[src/rtl/int0_result_buffer.sv]
// In-order result buffer between the Int0 shifter and register-file writeback.
// Retiring entries optionally update the architectural Int0 condition-code register.
module int0_result_buffer #(
   parameter int DEPTH = 2,
   parameter int TAG_W = 5
) (
   input  logic                       clk_i_rb,
   input  logic                       rst_n_i_rb,
   input  logic                       valid_i_rb,
   output logic                       ready_o_rb,
   input  logic [31:0]                rslt_i_rb,
   input  logic [1:0]                 cc_i_rb,
   input  logic                       cc_we_i_rb,
   input  logic [TAG_W-1:0]           dst_i_rb,
   input  logic                       flush_i_rb,
   output logic                       wb_valid_o_rb,
   input  logic                       wb_ready_i_rb,
   output logic [31:0]                wb_data_o_rb,
   output logic [TAG_W-1:0]           wb_dst_o_rb,
   output logic [1:0]                 cc_o_rb,
   output logic [$clog2(DEPTH):0]     count_o_rb
);

   localparam int PTR_W = (DEPTH > 1) ? $clog2(DEPTH) : 1;
   localparam int CNT_W = $clog2(DEPTH) + 1;
   localparam logic [CNT_W-1:0] DEPTH_C = CNT_W'(DEPTH);
   localparam logic [CNT_W-1:0] CNT_ONE = CNT_W'(1);
   localparam logic [PTR_W-1:0] PTR_ONE = PTR_W'(1);

   // Entry storage; deliberately not reset, contents are qualified by count.
   logic [31:0]      mem_rslt [DEPTH];
   logic [1:0]       mem_cc   [DEPTH];
   logic             mem_we   [DEPTH];
   logic [TAG_W-1:0] mem_dst  [DEPTH];

   logic [PTR_W-1:0] wr_ptr_reg, wr_ptr_next;
   logic [PTR_W-1:0] rd_ptr_reg, rd_ptr_next;
   logic [CNT_W-1:0] count_reg, count_next;
   logic [1:0]       cc_reg, cc_next;

   logic push;
   logic pop;
   logic head_cc_we;
   logic [1:0] head_cc;

   assign ready_o_rb    = (count_reg < DEPTH_C);
   assign wb_valid_o_rb = (count_reg != '0);

   assign push = valid_i_rb & ready_o_rb & ~flush_i_rb;
   assign pop  = wb_valid_o_rb & wb_ready_i_rb & ~flush_i_rb;

   assign wb_data_o_rb = mem_rslt[rd_ptr_reg];
   assign wb_dst_o_rb  = mem_dst[rd_ptr_reg];
   assign head_cc      = mem_cc[rd_ptr_reg];
   assign head_cc_we   = mem_we[rd_ptr_reg];

   assign cc_o_rb    = cc_reg;
   assign count_o_rb = count_reg;

   always_comb begin
      wr_ptr_next = wr_ptr_reg;
      rd_ptr_next = rd_ptr_reg;
      count_next  = count_reg;
      cc_next     = cc_reg;
      if (flush_i_rb) begin
         wr_ptr_next = '0;
         rd_ptr_next = '0;
         count_next  = '0;
      end else begin
         if (push) begin
            wr_ptr_next = wr_ptr_reg + PTR_ONE;
         end
         if (pop) begin
            rd_ptr_next = rd_ptr_reg + PTR_ONE;
            if (head_cc_we) begin
               cc_next = head_cc;
            end
         end
         case ({push, pop})
            2'b10:   count_next = count_reg + CNT_ONE;
            2'b01:   count_next = count_reg - CNT_ONE;
            default: count_next = count_reg;
         endcase
      end
   end

   always_ff @(posedge clk_i_rb) begin
      if (!rst_n_i_rb) begin
         wr_ptr_reg <= '0;
         rd_ptr_reg <= '0;
         count_reg  <= '0;
         cc_reg     <= 2'b00;
      end else begin
         wr_ptr_reg <= wr_ptr_next;
         rd_ptr_reg <= rd_ptr_next;
         count_reg  <= count_next;
         cc_reg     <= cc_next;
      end
   end

   // push already excludes reset-free hazards: a write during reset is harmless.
   always_ff @(posedge clk_i_rb) begin
      if (push) begin
         mem_rslt[wr_ptr_reg] <= rslt_i_rb;
         mem_cc[wr_ptr_reg]   <= cc_i_rb;
         mem_we[wr_ptr_reg]   <= cc_we_i_rb;
         mem_dst[wr_ptr_reg]  <= dst_i_rb;
      end
   end

endmodule

[config.mk]
export PLATFORM = sky130hd
export DESIGN_NAME = int0_result_buffer
export DESIGN_NICKNAME = d
export VERILOG_FILES = /design/src/rtl/int0_result_buffer.sv
export SDC_FILE = /design/constraint.sdc
export NUM_CORES = 1
export LEC_CHECK = 0
export CORE_MARGIN = 4
export CORE_UTILIZATION = 45
export CTS_CLUSTER_DIAMETER = 50
export CTS_CLUSTER_SIZE = 24
export DETAILED_ROUTE_END_ITERATION = 12
export PLACE_DENSITY = 0.78
export SLEW_MARGIN = 20
export SYNTH_ARGS = -nofsm -noshare
export SYNTH_HDL_FRONTEND = slang
export SYNTH_SLANG_ARGS = --single-unit
[constraint.sdc]
create_clock -name clk_i_rb -period 7.8 [get_ports clk_i_rb]
set_input_delay 1.17 -clock clk_i_rb [delete_from_list [all_inputs] [get_ports clk_i_rb]]
set_output_delay 1.17 -clock clk_i_rb [all_outputs]
set_load 0.1 [all_outputs]
# --- Yosys cells after proc, flatten, opt, wreduce, memory -nomap -nowiden ---
# Memory sizes are Yosys's and may differ from the RTL's. A register that Yosys moved wholly into a read port is not among the register bits.
# Index checks and enable logic that the tools add are counted.
word_totals:
  mem_bits_ro: 0
  register_bits: 4
  wordCells: 34
  memories: 4
  output_inout_bits: 43
  latch_bits: 0
  mem_bits_rw: 80
  inputBits: 45
classes:
  order_cmp: 1
  n_eq_ne: 2
  n_shift: 0
  add_sub_neg: 4
  reduce_logical: 5
  n_mul: 0
  muxes: 9
  n_div: 0
  bitwise: 6
mem_list:
  columns: ["name", "depth", "width", "rd", "rd_ports_with_merged_regs", "wr", "line", "source"]
  rows:
  - ["mem_rslt", 2, 32, 1, 1, 1, "31", "logic [31:0] mem_rslt [DEPTH];"]
  - ["mem_dst", 2, 5, 1, 1, 1, "34", "logic [TAG_W-1:0] mem_dst [DEPTH];"]
  - ["mem_cc", 2, 2, 1, 1, 1, "32", "logic [1:0] mem_cc [DEPTH];"]
  - ["mem_we", 2, 1, 1, 1, 1, "33", "logic mem_we [DEPTH];"]
op_table:
  columns: ["op", "count"]
  rows:
  - ["2-to-1 mux 1 bit", 8]
  - ["AND 1 bit", 4]
  - ["case mux 2 bit (2 select lines)", 1]
  - ["nonzero test 2 bit", 2]
  - ["AND reduction 3 bit", 1]
  - ["adder 1 bit, second input constant", 2]
  - ["adder 2 x 1 -> 2 bit, second input constant", 1]
  - ["== test 2 x 1 -> 1 bit, second input constant", 1]
  - ["== test 2 bit, second input constant", 1]
  - ["less-than comparator 2 bit, second input constant", 1]
  - ["NOT 1 bit", 2]
  - ["OR reduction 2 bit", 1]
  - ["subtractor 2 x 1 -> 2 bit, second input constant", 1]
  - ["logical NOT 1 bit", 1]

# --- Logic depth before layout (Yosys ltp) ---
logic_depth:
  word_depth: 5
  mapped_depth: 6
  depth_no_buf: 6

# --- Worst setup path after synthesis ---
# OpenSTA, ideal clock, no wires.
synth_timing:
  kind: "in2reg"
  start: "input port flush_i_rb"
  end: "memory mem_cc[0][0], enable pin"
  t_arrival_ns: 3.264
  path_buffers: 0
  slack_ns: 4.099
  setup_ns: 0.437
  t_required_ns: 7.363
  stages: 3
  cell_sequence: "nor3b_1 -> inv_1 -> nor2_1"
synth_via:
  elab_chain_cells: 4
synth_lines:
  columns: ["item", "line", "source"]
  rows:
  - ["start, declared", "15", "input logic flush_i_rb,"]
  - ["NOT 1 bit (no line)", null, null]
  - ["AND 1 bit", "49", "assign push = valid_i_rb & ready_o_rb & ~flush_i_rb;"]
  - ["2-to-1 mux 1 bit", "103", "if (push) begin"]
  - ["2-to-1 mux 1 bit (implied by the code)", "105", "mem_cc[wr_ptr_reg] <= cc_i_rb;"]
  - ["end, declared", "32", null]
# Every way passes these cells.

==> impl_metrics.tcl <==
set metrics [dict create \
    regMostFlops "mem_rslt" \
    reg2regPathDepth 2 \
    grt_setup_unrepaired "false" \
    num_rows 30 \
    ant_nets 0 \
    diodes 0 \
    cap_violations 0 \
    max_slew_margin 0.337 \
    status "complete, no violations" \
    cts_max_level 3 \
    worstPathCellList "mux2_2 -> clkdlybuf4s50_1" \
    power_frac_seq 0.552 \
    worstSetupEndpoint "wb_data_o_rb[19]" \
    worst_hold_path_type "register to register" \
    worstPathMaxFanout 38 \
    nFillCells 508 \
    yosysSeqAreaShare 0.796 \
    grt_first_pass_wirelength_um 8990 \
    path_depth 2 \
    drtIter0Drc 80 \
    root_buffer "clkbuf_8" \
    clockBufferDepth 2 \
    sw_frac_of_total 0.252 \
    routed_wl_um 5640 \
    tns_ns 0 \
    cellLeakagePower_nw 1.44 \
    drt_first_pass_iters 4 \
    seq_area_mm2 0.00254 \
    cp_top_family "buffers and inverters" \
    via_count 1720 \
    finalWeightedCongestion 0.753 \
    final_common_cell "clkdlybuf4s50_1" \
    pwr-share-clk 0.305 \
    num-nets-final 303 \
    p_sw_w 0.000240 \
    crit_slowest_cell "clkdlybuf4s50_1" \
    dpl.hpwl_um 3700 \
    final_cell_mix "clkdlybuf4s50_1 (87), edfxtp_1 (80), mux2_2 (39)" \
    cts_tree "done" \
    synth_warnings 0 \
    numCtsBuffers 9 \
    core_area_mm2 0.00683 \
    r2r_slack_ns 5.73 \
    end_kind "primary output" \
    crit_arrival_ns 2.74 \
    timing.final.max_slew_violations 0 \
    pin_count 88 \
    internal_power_w 0.000713 \
    wire_per_inst_um 15.8 \
    max_slew.worst_pin.slew_ns 0.991 \
    finalHoldViolCount 0 \
    antenna_found_initial 0 \
    period_minus_slack_ns 3.91 \
    reg2reg_to "mem_rslt[1][28]$_DFFE_PP_" \
    startpoint_type "register" \
    required_ns 6.63 \
    finClkSkew_ns 0.00687 \
    crit_type "register to primary output" \
    crit_path_max_incr_delay_ns 1.13 \
    multi_input_area_um2 617 \
    syn_to_final_growth_pct 36.6 \
    peakVddDrop_v 0.000118 \
    syn_area_mm2 0.00320 \
    post-route-period-util 0.501 \
    synth.distinct_cells 18 \
    synth_fp_nets 208 \
    cts.clk_slew.worst_paths_ns 0.08 \
    place_ws_ns 4.19 \
    syn_avg_cell_area_um2 19.7 \
    hold_buffers 0 \
    dieArea_mm2 0.00851 \
    viasPerCell 4.80 \
    worstReg2RegStart "count_o_rb[1]$_SDFFE_PP0P_" \
    grt_pass1_vias 1836 \
    grt.total_usage 0.138 \
    drive_gt1_frac 0.214 \
    grt_overflow 0 \
    die_h_um 92.3 \
    grt_max_degree 41 \
    post_cts_buffers 0 \
    fmax_ghz 0.256 \
    combPwrFrac 0.142 \
    initial_core_util 0.468 \
    die-width_um 92.3 \
    io_buffers 87 \
    ctsResizeCount 0 \
    layout_setup_ws_ns 3.89 \
    drc_errors 0 \
    synthesis.instances 162 \
    ys_ff_latch 87 \
    power_density_mw_per_mm2 218 \
    setup_viol 0 \
    clock_sinks 87 \
    cp_num_buf_inv 1 \
    reg_top3 "mem_rslt (64), mem_dst (10), mem_cc (4)" \
    clk_latency_ns 0.34 \
    largest_reg_flops 64 \
]
logic make-up (layout without fill, tap and decap cells):
kind of cell / count (synthesis) / count (layout) / share of synthesized area
compound gates: 5 / 5 / 0.00783
xor+xnor: 3 / 3 / 0.00822
fa+ha+maj: 1 / 1 / 0.00391
buf+inv: 8 / 108 / 0.0141
flops: 87 / 87 / 0.796
mux: 42 / 42 / 0.147
simple gates: 16 / 16 / 0.0235
worst min-delay path by stage:
| stage | from | endpoint | slack, ns | cells after the start |
|---|---|---|---|---|
| after floorplan | wr_ptr_reg$_SDFFE_PP0P_ | wr_ptr_reg$_SDFFE_PP0P_ | 0.50 | 2 |
| after global placement | cc_o_rb[0]$_SDFFE_PN0P_ | cc_o_rb[0]$_SDFFE_PN0P_ | 0.45 | 2 |
| after detailed placement | cc_o_rb[1]$_SDFFE_PN0P_ | cc_o_rb[1]$_SDFFE_PN0P_ | 0.45 | 2 |
| after CTS | cc_o_rb[0]$_SDFFE_PN0P_ | cc_o_rb[0]$_SDFFE_PN0P_ | 0.47 | 2 |
| after global routing | cc_o_rb[1]$_SDFFE_PN0P_ | cc_o_rb[1]$_SDFFE_PN0P_ | 0.51 | 2 |
| final | cc_o_rb[0]$_SDFFE_PN0P_ | cc_o_rb[0]$_SDFFE_PN0P_ | 0.47 | 2 |
per-stage QoR:
step,total power [W],cell area (µm²),util,std cells,hold WS [ns]
after global placement,0.000670,4170,0.610,341,0.447
after floorplan,0.000624,3200,-,162,0.498
final,0.000952,4370,0.639,358,0.467
after detailed placement,0.000673,4190,0.613,342,0.454
after global routing,0.000984,4370,0.639,358,0.510
after CTS,0.000963,4370,0.639,358,0.469
cell type report:
| type | count | area share |
|---|---|---|
| flip-flops and latches | 87 | 0.583 |
| repair buffers | 88 | 0.204 |
| inverters | 4 | 0.00344 |
| clock buffers | 11 | 0.0301 |
| clock inverters | 5 | 0.0112 |
| multi-input cells | 67 | 0.141 |
| well taps | 96 | 0.0275 |
layer usage:
layer / share of wire / global-route usage
met1: 0.40 / 0.156
met2: 0.53 / 0.240
met3: 0.061 / 0.0427
met4: 0.014 / 0.0631
met5: 0 / 0
tightest hold or removal path, cell delays in order (launching register included):
cell	delay, ns
dfxtp_1	0.32
nand2_1	0.05
mux2i_1	0.05
cell usage after synthesis (all sizes together):
| cell | number | area (µm²) |
|---|---|---|
| mux2i | 3 | 30.0 |
| edfxtp | 80 | 2400 |
| nand2b | 1 | 6.26 |
| dfxtp | 7 | 140 |
| xor2 | 1 | 8.76 |
| nor3 | 1 | 5.00 |
| xnor2 | 2 | 17.5 |
| ha | 1 | 12.5 |
| nor2 | 5 | 18.8 |
| inv | 4 | 15.0 |
| nor3b | 1 | 7.51 |
| nand2 | 5 | 18.8 |
| mux2 | 39 | 439 |
| and2 | 1 | 6.26 |
| a21oi | 3 | 15.0 |
| o21ai | 2 | 10.0 |
| or3 | 2 | 12.5 |
| buf | 4 | 30.0 |
power by group through the flow:
stage / sequential, W / clock (W) / combinational (W)
floorplan: 0.000538 / 0 / 0.0000852
global placement: 0.000537 / 0 / 0.000133
detailed placement: 0.000537 / 0 / 0.000136
CTS: 0.000526 / 0.000300 / 0.000137
global route: 0.000527 / 0.000317 / 0.000141
finish: 0.000526 / 0.000291 / 0.000136
(Power assumes the default switching activity.)
